### src/rtl/uart_text_writer_if.sv
// Bus between the UART byte source and the text-RAM writer: received bytes in,
// RAM write port and cursor/status out.
interface uart_text_writer_if #(
  parameter int unsigned COL_W = 7,
  parameter int unsigned ROW_W = 8
);
  logic                     rx_valid;
  logic [7:0]               rx_byte;
  logic                     ovr_clr;
  logic                     wr_en;
  logic [ROW_W+COL_W-1:0]   wr_addr;
  logic [7:0]               wr_data;
  logic [COL_W-1:0]         cursor_col;
  logic [ROW_W-1:0]         cursor_row;
  logic                     busy;
  logic                     overrun;

  modport master (
    output rx_valid, rx_byte, ovr_clr,
    input  wr_en, wr_addr, wr_data, cursor_col, cursor_row, busy, overrun
  );

  modport slave (
    input  rx_valid, rx_byte, ovr_clr,
    output wr_en, wr_addr, wr_data, cursor_col, cursor_row, busy, overrun
  );
endinterface

### src/rtl/uart_text_writer.sv
// Terminal front end: turns a UART byte stream into text-RAM writes with cursor
// movement, backspace, clear screen and ESC col,row positioning.
module uart_text_writer #(
  parameter int unsigned COLS  = 120,
  parameter int unsigned ROWS  = 150,
  parameter int unsigned COL_W = 7,
  parameter int unsigned ROW_W = 8
) (
  input logic              clk,
  input logic              rst_n,
  uart_text_writer_if.slave bus
);

  typedef enum logic [1:0] {StIdle, StEscCol, StEscRow, StClear} state_e;

  localparam logic [COL_W-1:0] LastCol = COL_W'(COLS - 1);
  localparam logic [ROW_W-1:0] LastRow = ROW_W'(ROWS - 1);
  localparam logic [7:0]       Space   = 8'h20;

  state_e                 state_q, state_d;
  logic [COL_W-1:0]       col_q, col_d;
  logic [ROW_W-1:0]       row_q, row_d;
  logic [COL_W-1:0]       esc_col_q, esc_col_d;
  logic [COL_W-1:0]       clr_col_q, clr_col_d;
  logic [ROW_W-1:0]       clr_row_q, clr_row_d;
  logic                   clr_last_q, clr_last_d;
  logic                   wr_en_q, wr_en_d;
  logic [ROW_W+COL_W-1:0] wr_addr_q, wr_addr_d;
  logic [7:0]             wr_data_q, wr_data_d;
  logic                   busy_q, busy_d;
  logic                   overrun_q, overrun_d;

  function automatic logic [ROW_W-1:0] row_inc(input logic [ROW_W-1:0] r);
    return (r == LastRow) ? '0 : r + ROW_W'(1);
  endfunction

  always_comb begin
    state_d    = state_q;
    col_d      = col_q;
    row_d      = row_q;
    esc_col_d  = esc_col_q;
    clr_col_d  = clr_col_q;
    clr_row_d  = clr_row_q;
    clr_last_d = clr_last_q;
    wr_en_d    = 1'b0;
    wr_addr_d  = wr_addr_q;
    wr_data_d  = wr_data_q;
    busy_d     = busy_q;
    overrun_d  = overrun_q;

    // A drop beats a simultaneous clear request.
    if (bus.rx_valid && busy_q) begin
      overrun_d = 1'b1;
    end else if (bus.ovr_clr) begin
      overrun_d = 1'b0;
    end

    case (state_q)
      StIdle: begin
        if (bus.rx_valid) begin
          if (bus.rx_byte >= 8'h20 && bus.rx_byte <= 8'h7e) begin
            wr_en_d   = 1'b1;
            wr_addr_d = {row_q, col_q};
            wr_data_d = bus.rx_byte;
            if (col_q == LastCol) begin
              col_d = '0;
              row_d = row_inc(row_q);
            end else begin
              col_d = col_q + COL_W'(1);
            end
          end else begin
            case (bus.rx_byte)
              8'h0d: col_d = '0;
              8'h0a: row_d = row_inc(row_q);
              8'h08: begin
                if (col_q != '0) begin
                  col_d     = col_q - COL_W'(1);
                  wr_en_d   = 1'b1;
                  wr_addr_d = {row_q, col_q - COL_W'(1)};
                  wr_data_d = Space;
                end
              end
              8'h0c: begin
                // First clear write goes out together with busy; the sweep
                // continues from (0,1).
                state_d    = StClear;
                busy_d     = 1'b1;
                wr_en_d    = 1'b1;
                wr_addr_d  = '0;
                wr_data_d  = Space;
                clr_row_d  = '0;
                clr_col_d  = COL_W'(1);
                clr_last_d = 1'b0;
              end
              8'h1b: state_d = StEscCol;
              default: ;
            endcase
          end
        end
      end

      StEscCol: begin
        if (bus.rx_valid) begin
          esc_col_d = (32'(bus.rx_byte) >= COLS) ? LastCol : COL_W'(bus.rx_byte);
          state_d   = StEscRow;
        end
      end

      StEscRow: begin
        if (bus.rx_valid) begin
          row_d   = (32'(bus.rx_byte) >= ROWS) ? LastRow : ROW_W'(bus.rx_byte);
          col_d   = esc_col_q;
          state_d = StIdle;
        end
      end

      StClear: begin
        if (clr_last_q) begin
          state_d = StIdle;
          busy_d  = 1'b0;
          col_d   = '0;
          row_d   = '0;
        end else begin
          wr_en_d    = 1'b1;
          wr_addr_d  = {clr_row_q, clr_col_q};
          wr_data_d  = Space;
          clr_last_d = (clr_row_q == LastRow) && (clr_col_q == LastCol);
          if (clr_col_q == LastCol) begin
            clr_col_d = '0;
            clr_row_d = clr_row_q + ROW_W'(1);
          end else begin
            clr_col_d = clr_col_q + COL_W'(1);
          end
        end
      end

      default: state_d = StIdle;
    endcase
  end

  always_ff @(posedge clk or negedge rst_n) begin
    if (!rst_n) begin
      state_q    <= StIdle;
      col_q      <= '0;
      row_q      <= '0;
      esc_col_q  <= '0;
      clr_col_q  <= '0;
      clr_row_q  <= '0;
      clr_last_q <= 1'b0;
      wr_en_q    <= 1'b0;
      wr_addr_q  <= '0;
      wr_data_q  <= '0;
      busy_q     <= 1'b0;
      overrun_q  <= 1'b0;
    end else begin
      state_q    <= state_d;
      col_q      <= col_d;
      row_q      <= row_d;
      esc_col_q  <= esc_col_d;
      clr_col_q  <= clr_col_d;
      clr_row_q  <= clr_row_d;
      clr_last_q <= clr_last_d;
      wr_en_q    <= wr_en_d;
      wr_addr_q  <= wr_addr_d;
      wr_data_q  <= wr_data_d;
      busy_q     <= busy_d;
      overrun_q  <= overrun_d;
    end
  end

  assign bus.wr_en      = wr_en_q;
  assign bus.wr_addr    = wr_addr_q;
  assign bus.wr_data    = wr_data_q;
  assign bus.cursor_col = col_q;
  assign bus.cursor_row = row_q;
  assign bus.busy       = busy_q;
  assign bus.overrun    = overrun_q;

endmodule

### src/flat_wrapper.sv
// flat-port wrapper written by rule: the top's interface ports become plain ports
module uart_text_writer_flat 
#(
  parameter int unsigned COLS  = 120,
  parameter int unsigned ROWS  = 150,
  parameter int unsigned COL_W = 7,
  parameter int unsigned ROW_W = 8
)
  (clk, rst_n, bus_rx_valid, bus_rx_byte, bus_ovr_clr, bus_wr_en, bus_wr_addr, bus_wr_data, bus_cursor_col, bus_cursor_row, bus_busy, bus_overrun);
  uart_text_writer_if #(.COL_W(COL_W), .ROW_W(ROW_W)) bus_i ();
  input logic clk;
  input logic rst_n;
  input wire logic [$bits(bus_i.rx_valid)-1:0] bus_rx_valid;
  input wire logic [$bits(bus_i.rx_byte)-1:0] bus_rx_byte;
  input wire logic [$bits(bus_i.ovr_clr)-1:0] bus_ovr_clr;
  output wire logic [$bits(bus_i.wr_en)-1:0] bus_wr_en;
  output wire logic [$bits(bus_i.wr_addr)-1:0] bus_wr_addr;
  output wire logic [$bits(bus_i.wr_data)-1:0] bus_wr_data;
  output wire logic [$bits(bus_i.cursor_col)-1:0] bus_cursor_col;
  output wire logic [$bits(bus_i.cursor_row)-1:0] bus_cursor_row;
  output wire logic [$bits(bus_i.busy)-1:0] bus_busy;
  output wire logic [$bits(bus_i.overrun)-1:0] bus_overrun;
  assign bus_i.rx_valid = bus_rx_valid;
  assign bus_i.rx_byte = bus_rx_byte;
  assign bus_i.ovr_clr = bus_ovr_clr;
  assign bus_wr_en = bus_i.wr_en;
  assign bus_wr_addr = bus_i.wr_addr;
  assign bus_wr_data = bus_i.wr_data;
  assign bus_cursor_col = bus_i.cursor_col;
  assign bus_cursor_row = bus_i.cursor_row;
  assign bus_busy = bus_i.busy;
  assign bus_overrun = bus_i.overrun;
  uart_text_writer #(.COLS(COLS), .ROWS(ROWS), .COL_W(COL_W), .ROW_W(ROW_W)) u_core (.clk(clk), .rst_n(rst_n), .bus(bus_i));
endmodule
### config.mk
export PLATFORM = sky130hd
export DESIGN_NAME = uart_text_writer_flat
export DESIGN_NICKNAME = d
export VERILOG_FILES = /design/src/rtl/uart_text_writer_if.sv /design/src/rtl/uart_text_writer.sv /design/src/flat_wrapper.sv
export SDC_FILE = /design/constraint.sdc
export NUM_CORES = 1
export LEC_CHECK = 0
export CAP_MARGIN = 5
export CORE_ASPECT_RATIO = 1.25
export CORE_MARGIN = 2
export CORE_UTILIZATION = 39
export DETAILED_ROUTE_END_ITERATION = 8
export GPL_TIMING_DRIVEN = 0
export SLEW_MARGIN = 20
export SYNTH_ARGS = -nofsm -noshare
export SYNTH_HDL_FRONTEND = slang
export SYNTH_SLANG_ARGS = --single-unit
### constraint.sdc
create_clock -name clk -period 2.4 [get_ports clk]
set_clock_uncertainty 0.2 [all_clocks]
set_input_delay 0.24 -clock clk [delete_from_list [all_inputs] [get_ports clk]]
set_output_delay 0.24 -clock clk [all_outputs]
set_load 0.005 [all_outputs]
Yosys cells after proc, flatten, opt, wreduce, memory -nomap -nowiden
Index checks and enable logic that the tools add are counted.
{"block": "totals", "register_bits": 66, "latch_bits": 0, "mem_bits_rw": 0, "mem_bits_ro": 0, "inputBits": 12, "output_inout_bits": 41, "elab_cells": 131, "mem_count": 0}
{"block": "classes", "addsub": 5, "mul": 0, "div": 0, "magnitude_cmp": 4, "n_eq_ne": 26, "n_shift": 0, "muxes": 67, "bitwise_logic": 0, "reduce_logical": 17}
{"op": "$mux 8", "count": 17}
{"op": "$mux 7", "count": 12}
{"op": "$mux 15", "count": 4}
{"op": "$pmux 15 s2", "count": 2}
{"op": "$pmux 8 s2", "count": 3}
{"op": "$eq 8x4->1 const B", "count": 4}
{"op": "$pmux 7 s2", "count": 2}
{"op": "$pmux 8 s3", "count": 1}
{"op": "$reduce_and 6->1", "count": 4}
{"op": "$pmux 7 s3", "count": 1}
{"op": "$add 8x1->8 const B", "count": 2}
{"op": "$eq 8x8->1 const B", "count": 2}
{"op": "$reduce_and 5->1", "count": 3}
{"op": "$add 7x1->7 const B", "count": 2}
{"op": "$eq 7x7->1 const B", "count": 2}
{"op": "$mux 1", "count": 14}
{"op": "$ne 2x2->1 const B", "count": 6}
{"op": "$mux 2", "count": 5}
{"op": "$eq 8x5->1 const B", "count": 1}
{"op": "$ge 8x6->1 const B", "count": 1}
{"op": "$ge 8x7->1 const B", "count": 1}
{"op": "$ge 8x8->1 const B", "count": 1}
{"op": "$le 8x7->1 const B", "count": 1}
{"op": "$ne 4x3->1 const B", "count": 2}
{"op": "17 further kinds", "count": 26}

Longest topological paths before layout
{"block": "logic_depth", "depth_word": 6, "ltp_mapped": 8, "ltp_nobuf": 7}

Least setup slack after synthesis
OpenSTA, ideal clock, no wires.
{"block": "synth_path", "kind": "reg-to-reg", "startpoint": "reg u_core.col_q[0], in the netlist u_core.bus.cursor_col[0]", "endpoint": "reg u_core.wr_addr_q[10], in the netlist u_core.bus.wr_addr[10]", "setup_time_ns": 0.125, "arrival_ns": 2.235, "required_ns": 2.075, "slack_ns": -0.160, "path_stages_with_launch": 9, "path_buffers": 1, "period_less_slack_ns": 2.560, "path_cell_list": "dfrtp_1 > inv_1 > ha_1 > or4b_4 > nor3_4 > o2111ai_2 > nand2_2 > buf_6 > mux2_4"}
{"block": "synth_between", "elab_chain_cells": 3}
{"element": "start: declaration", "line_no": "uart_text_writer.sv:21", "text": "logic [COL_W-1:0] col_q, col_d;"}
{"element": "start signal: assignment", "line_no": "uart_text_writer.sv:157", "text": "col_q <= col_d;"}
{"element": "$reduce_bool 7->1", "line_no": "uart_text_writer.sv:76", "text": "if (col_q != '0) begin"}
{"element": "$ne 4x2->1 (no line)"}
{"element": "$reduce_and 5->1 (no line)"}
{"element": "end signal: assignment", "line_no": "uart_text_writer.sv:164", "text": "wr_addr_q <= wr_addr_d;"}
{"element": "end: declaration", "line_no": "uart_text_writer.sv:28", "text": "logic [ROW_W+COL_W-1:0] wr_addr_q, wr_addr_d;"}
No other way between the ends.
A chain may end at the register's enable or synchronous reset.

Worst setup path after layout
{"block": "layout_path", "startpoint": "reg u_core.col_q[0], in the netlist u_core.bus.cursor_col[0]", "endpoint": "reg u_core.wr_addr_q[3], in the netlist u_core.bus.wr_addr[3]"}
{"block": "layout_between", "elab_chain_cells": 6}
{"element": "$sub 7x1->7", "line_no": "uart_text_writer.sv:79", "text": "wr_addr_d = {row_q, col_q - COL_W'(1)};"}
{"element": "$mux 15", "line_no": "uart_text_writer.sv:76"}
{"element": "$pmux 15 s2", "line_no": "uart_text_writer.sv:72", "text": "case (bus.rx_byte)"}
{"element": "$mux 15", "line_no": "uart_text_writer.sv:61", "text": "if (bus.rx_byte >= 8'h20 && bus.rx_byte <= 8'h7e) begin"}
{"element": "$mux 15", "line_no": "uart_text_writer.sv:60", "text": "if (bus.rx_valid) begin"}
{"element": "$pmux 15 s2", "line_no": "uart_text_writer.sv:58", "text": "case (state_q)"}
Several ways; a longest one is shown, not always the timed one. The select of a mux whose other input is x is not followed.

==> flow_summary_export.csv <==
group,metric,value,unit
flow_run,maxCapViolations,0,
placement,finalWeightedCongestion,0.890,
power,ir_drop,0.424,mV
cts,clock_sinks,66,
timing,holdWs,0.0628,ns
power,powerDensity,1120,nW/µm²
placement,io_buffers,47,
global_routing,overflow,0,
yosys,avgSynthCellArea,9.37,µm²
route,post_drt_via_cell_ratio,5.94,
floorplan,core,10600,µm²
setup_path,rr_worst_depth,9,
placement,hpwl,8.85,mm
yosys,yosysUniqueCellTypes,70,
layout,post-route-cell-area,5590,µm²
timing,slew_headroom,0.607,
yosys,synth-seq-area-share,0.390,
floorplan,dieArea,11700,µm²
timing,final_max_slew_viol_count,0,
floorplan,pin_count,53,
setup_path,required,2.42,ns
yosys,synth-seq-cells,66,
cts,tritoncts,"done",
yosys,netlist_instances,452,
timing,fin_crit_sh,1.04,
yosys,synth_area_leader_cell,"dfrtp_1",
cts,clk_latency,0.34,ns
yosys,synth-main-ff-cell,"dfrtp_1",
global_routing,grt_antenna_before_repair,0,
cts,cts_buffer_depth,2,
cts,clkTransAtPathRegs,0.05,ns
timing,setup_slack,-0.0861,ns
route,dr.pass1.iters,6,
layout,drive_gt1_frac,0.201,
layout,fillers,982,
route,num_vias,3983,
global_routing,first_global_vias,3902,
yosys,async_flop_share,1.00,
layout,area_growth,31.9,%
global_routing,grt_max_degree,46,
global_routing,track_usage,0.222,
layout,final_cells,670,
placement,placed_cells,632,
setup_path,cp_max_fo,5,
route,ant_nets,0,
status,status,"finished, violations left",
route,wl_per_cell,19.0,µm
status,violations,"setup timing",
yosys,synth_common_cells,"dfrtp_1, nand2_1, nor2_1",
cts,numCtsBuffers,9,
global_routing,grt_pass1_wl,20.6,mm
floorplan,initial_core_util,0.399,
yosys,synth_area_leaders,"dfrtp_1, mux2_4, nand2_1, ha_1, o21ai_0",
cts,h-tree-depth,3,
floorplan,die_w,97.2,µm
timing,fin_crit,2.49,ns
setup_path,setup.worst_path.class,"flip-flop to flip-flop",
route,drt-total-wl,12.7,mm
timing,hold_viol_final,0,
timing,worst_pin_slew,0.587,ns
min_path,hold_path_class,"primary input to flip-flop",
route,drc,0,
route,initialDrtViolationCount,223,
floorplan,fp.dieH,121,µm
yosys,yosys_warnings,0,
yosys,syn_nets,475,
yosys,netlist_area,4240,µm²
setup_path,cp-start-kind,"flip-flop",
layout,final_util,0.526,
layout,fin_nets,557,
floorplan,num_rows,42,
setup_path,end_kind,"flip-flop",
min_path,holdPathStages,3,
timing,rsz0062_at_grt,"true",
cts,cts_root_buf,"clkbuf_16",
yosys,synthDominantCellAreaShare,0.390,
timing,setup_viol,16,
setup_path,arrival,2.51,ns
placement,dpl_cell_area,4920,µm²
yosys,yosysMostFrequentCell,"dfrtp_1",
layout,diodes,0,
yosys,synth-edff-count,0,
power,leakagePower,2.38,nW
timing,max_freq,0.402,GHz
registers in the layout, indices dropped and copies added, names as in the netlist, 2 cells and up:
| name | flops |
|---|---|
| u_core.state_q | 2 |
| u_core.bus.wr_data | 8 |
| u_core.esc_col_q | 7 |
| u_core.clr_row_q | 8 |
| u_core.bus.cursor_col | 7 |
| u_core.bus.wr_addr | 15 |
| u_core.clr_col_q | 7 |
| u_core.bus.cursor_row | 8 |
critical path, cell delays in order, from the launching register on:
cell       delay, ns
dfrtp_2         0.44
inv_2           0.09
ha_4            0.13
or4b_4          0.48
nor3_4          0.19
o2111ai_4       0.18
nand2_4         0.13
buf_6           0.11
buf_12          0.12
mux2_4          0.30
stage by stage:
| step | setup slack [ns] | TNS, ns | total power, mW |
|---|---|---|---|
| 6_report | -0.0861 | -1.06 | 6.28 |
| 5_1_grt | -0.161 | -2.39 | 6.67 |
| 4_1_cts | -0.0895 | -1.06 | 6.14 |
| 3_5_place_dp | -0.757 | -30.75 | 4.57 |
| 3_3_place_gp | -1.68 | -124.78 | 4.53 |
| 2_1_floorplan | -0.0696 | -0.696 | 3.45 |
layer usage:
| layer | vias to the layer above | share of wire | track usage |
|---|---|---|---|
| met2 | 139 | 0.49 | 0.360 |
| met3 | 31 | 0.053 | 0.0318 |
| li1 | 1861 | - | - |
| met4 | 0 | 0.036 | 0.123 |
| met1 | 1952 | 0.42 | 0.286 |
| met5 | - | 0 | 0 |
power breakdown:
group          internal [mW]  switching [mW]  leakage [nW]
Clock                  0.744           0.480         0.138
Combinational           1.75            1.49          1.40
Sequential              1.49           0.337         0.840
Total                   3.98            2.30          2.38
what timing repair did:
item                                    in CTS  in global routing
hold buffers                                 1                  0
endpoints found under the setup margin      57                 48
resized for setup                           32                 28
endpoints found under the hold margin       66                  0
gates cloned                                 1                  1
setup buffers                               16                  6
pin swaps                                    7                  0
cell families (layout without fill, tap and decap cells):
logic type	Yosys count	in the layout	share of synthesized area
flip-flops	66	66	0.390
XOR/XNOR	2	2	0.00414
adder cells (fa/ha/maj)	11	11	0.0325
multiplexers	22	22	0.0700
AO/OA/AOI/OAI	142	142	0.245
AND/OR/NAND/NOR	155	155	0.204
buffers and inverters	54	140	0.0543
final timing paths:
check                                                           from                                    to  slack, ns
worst max-delay path            u_core.bus.cursor_col[0]$_DFFE_PN0P_     u_core.bus.wr_addr[3]$_DFFE_PN0P_      -0.09
worst min-delay path                                  bus_rx_byte[4]       u_core.esc_col_q[4]$_DFFE_PN0P_       0.06
worst max register to register  u_core.bus.cursor_col[0]$_DFFE_PN0P_     u_core.bus.wr_addr[3]$_DFFE_PN0P_      -0.09
worst min register to register     u_core.bus.wr_data[1]$_DFFE_PN0P_     u_core.bus.wr_data[1]$_DFFE_PN0P_       0.27
max in group asynchronous                                      rst_n     u_core.bus.wr_addr[0]$_DFFE_PN0P_       1.33
min in group asynchronous                                      rst_n  u_core.bus.cursor_row[2]$_DFFE_PN0P_       0.14
placed cells by master, fill, tap and decap left out, types with 9 or more instances in the layout:
cell type and instances:
dfrtp_1 64, clkdlybuf4s50_1 42, nand2_1 37, nor2_1 30
o21ai_0 26, inv_1 21, a21oi_1 20, buf_4 18
mux2_4 16, o22ai_1 11, clkbuf_1 10, o31ai_1 10
nand3_1 10, clkbuf_16 10, and3_1 9, nand2b_1 9
ha_1 9
area by class of cell:
cell class                      instances  area, µm²  area share
Sequential cell                        66       1650       0.296
Multi-Input combinational cell        332       2500       0.447
Timing Repair Buffer                   72        729       0.131
Inverter                               23       86.3      0.0155
Tap cell                              132        165      0.0296
Clock buffer                           12        256      0.0459
Clock inverter                          3       15.0     0.00269
Buffer                                 30        183      0.0327
(Power assumes the default switching activity.)
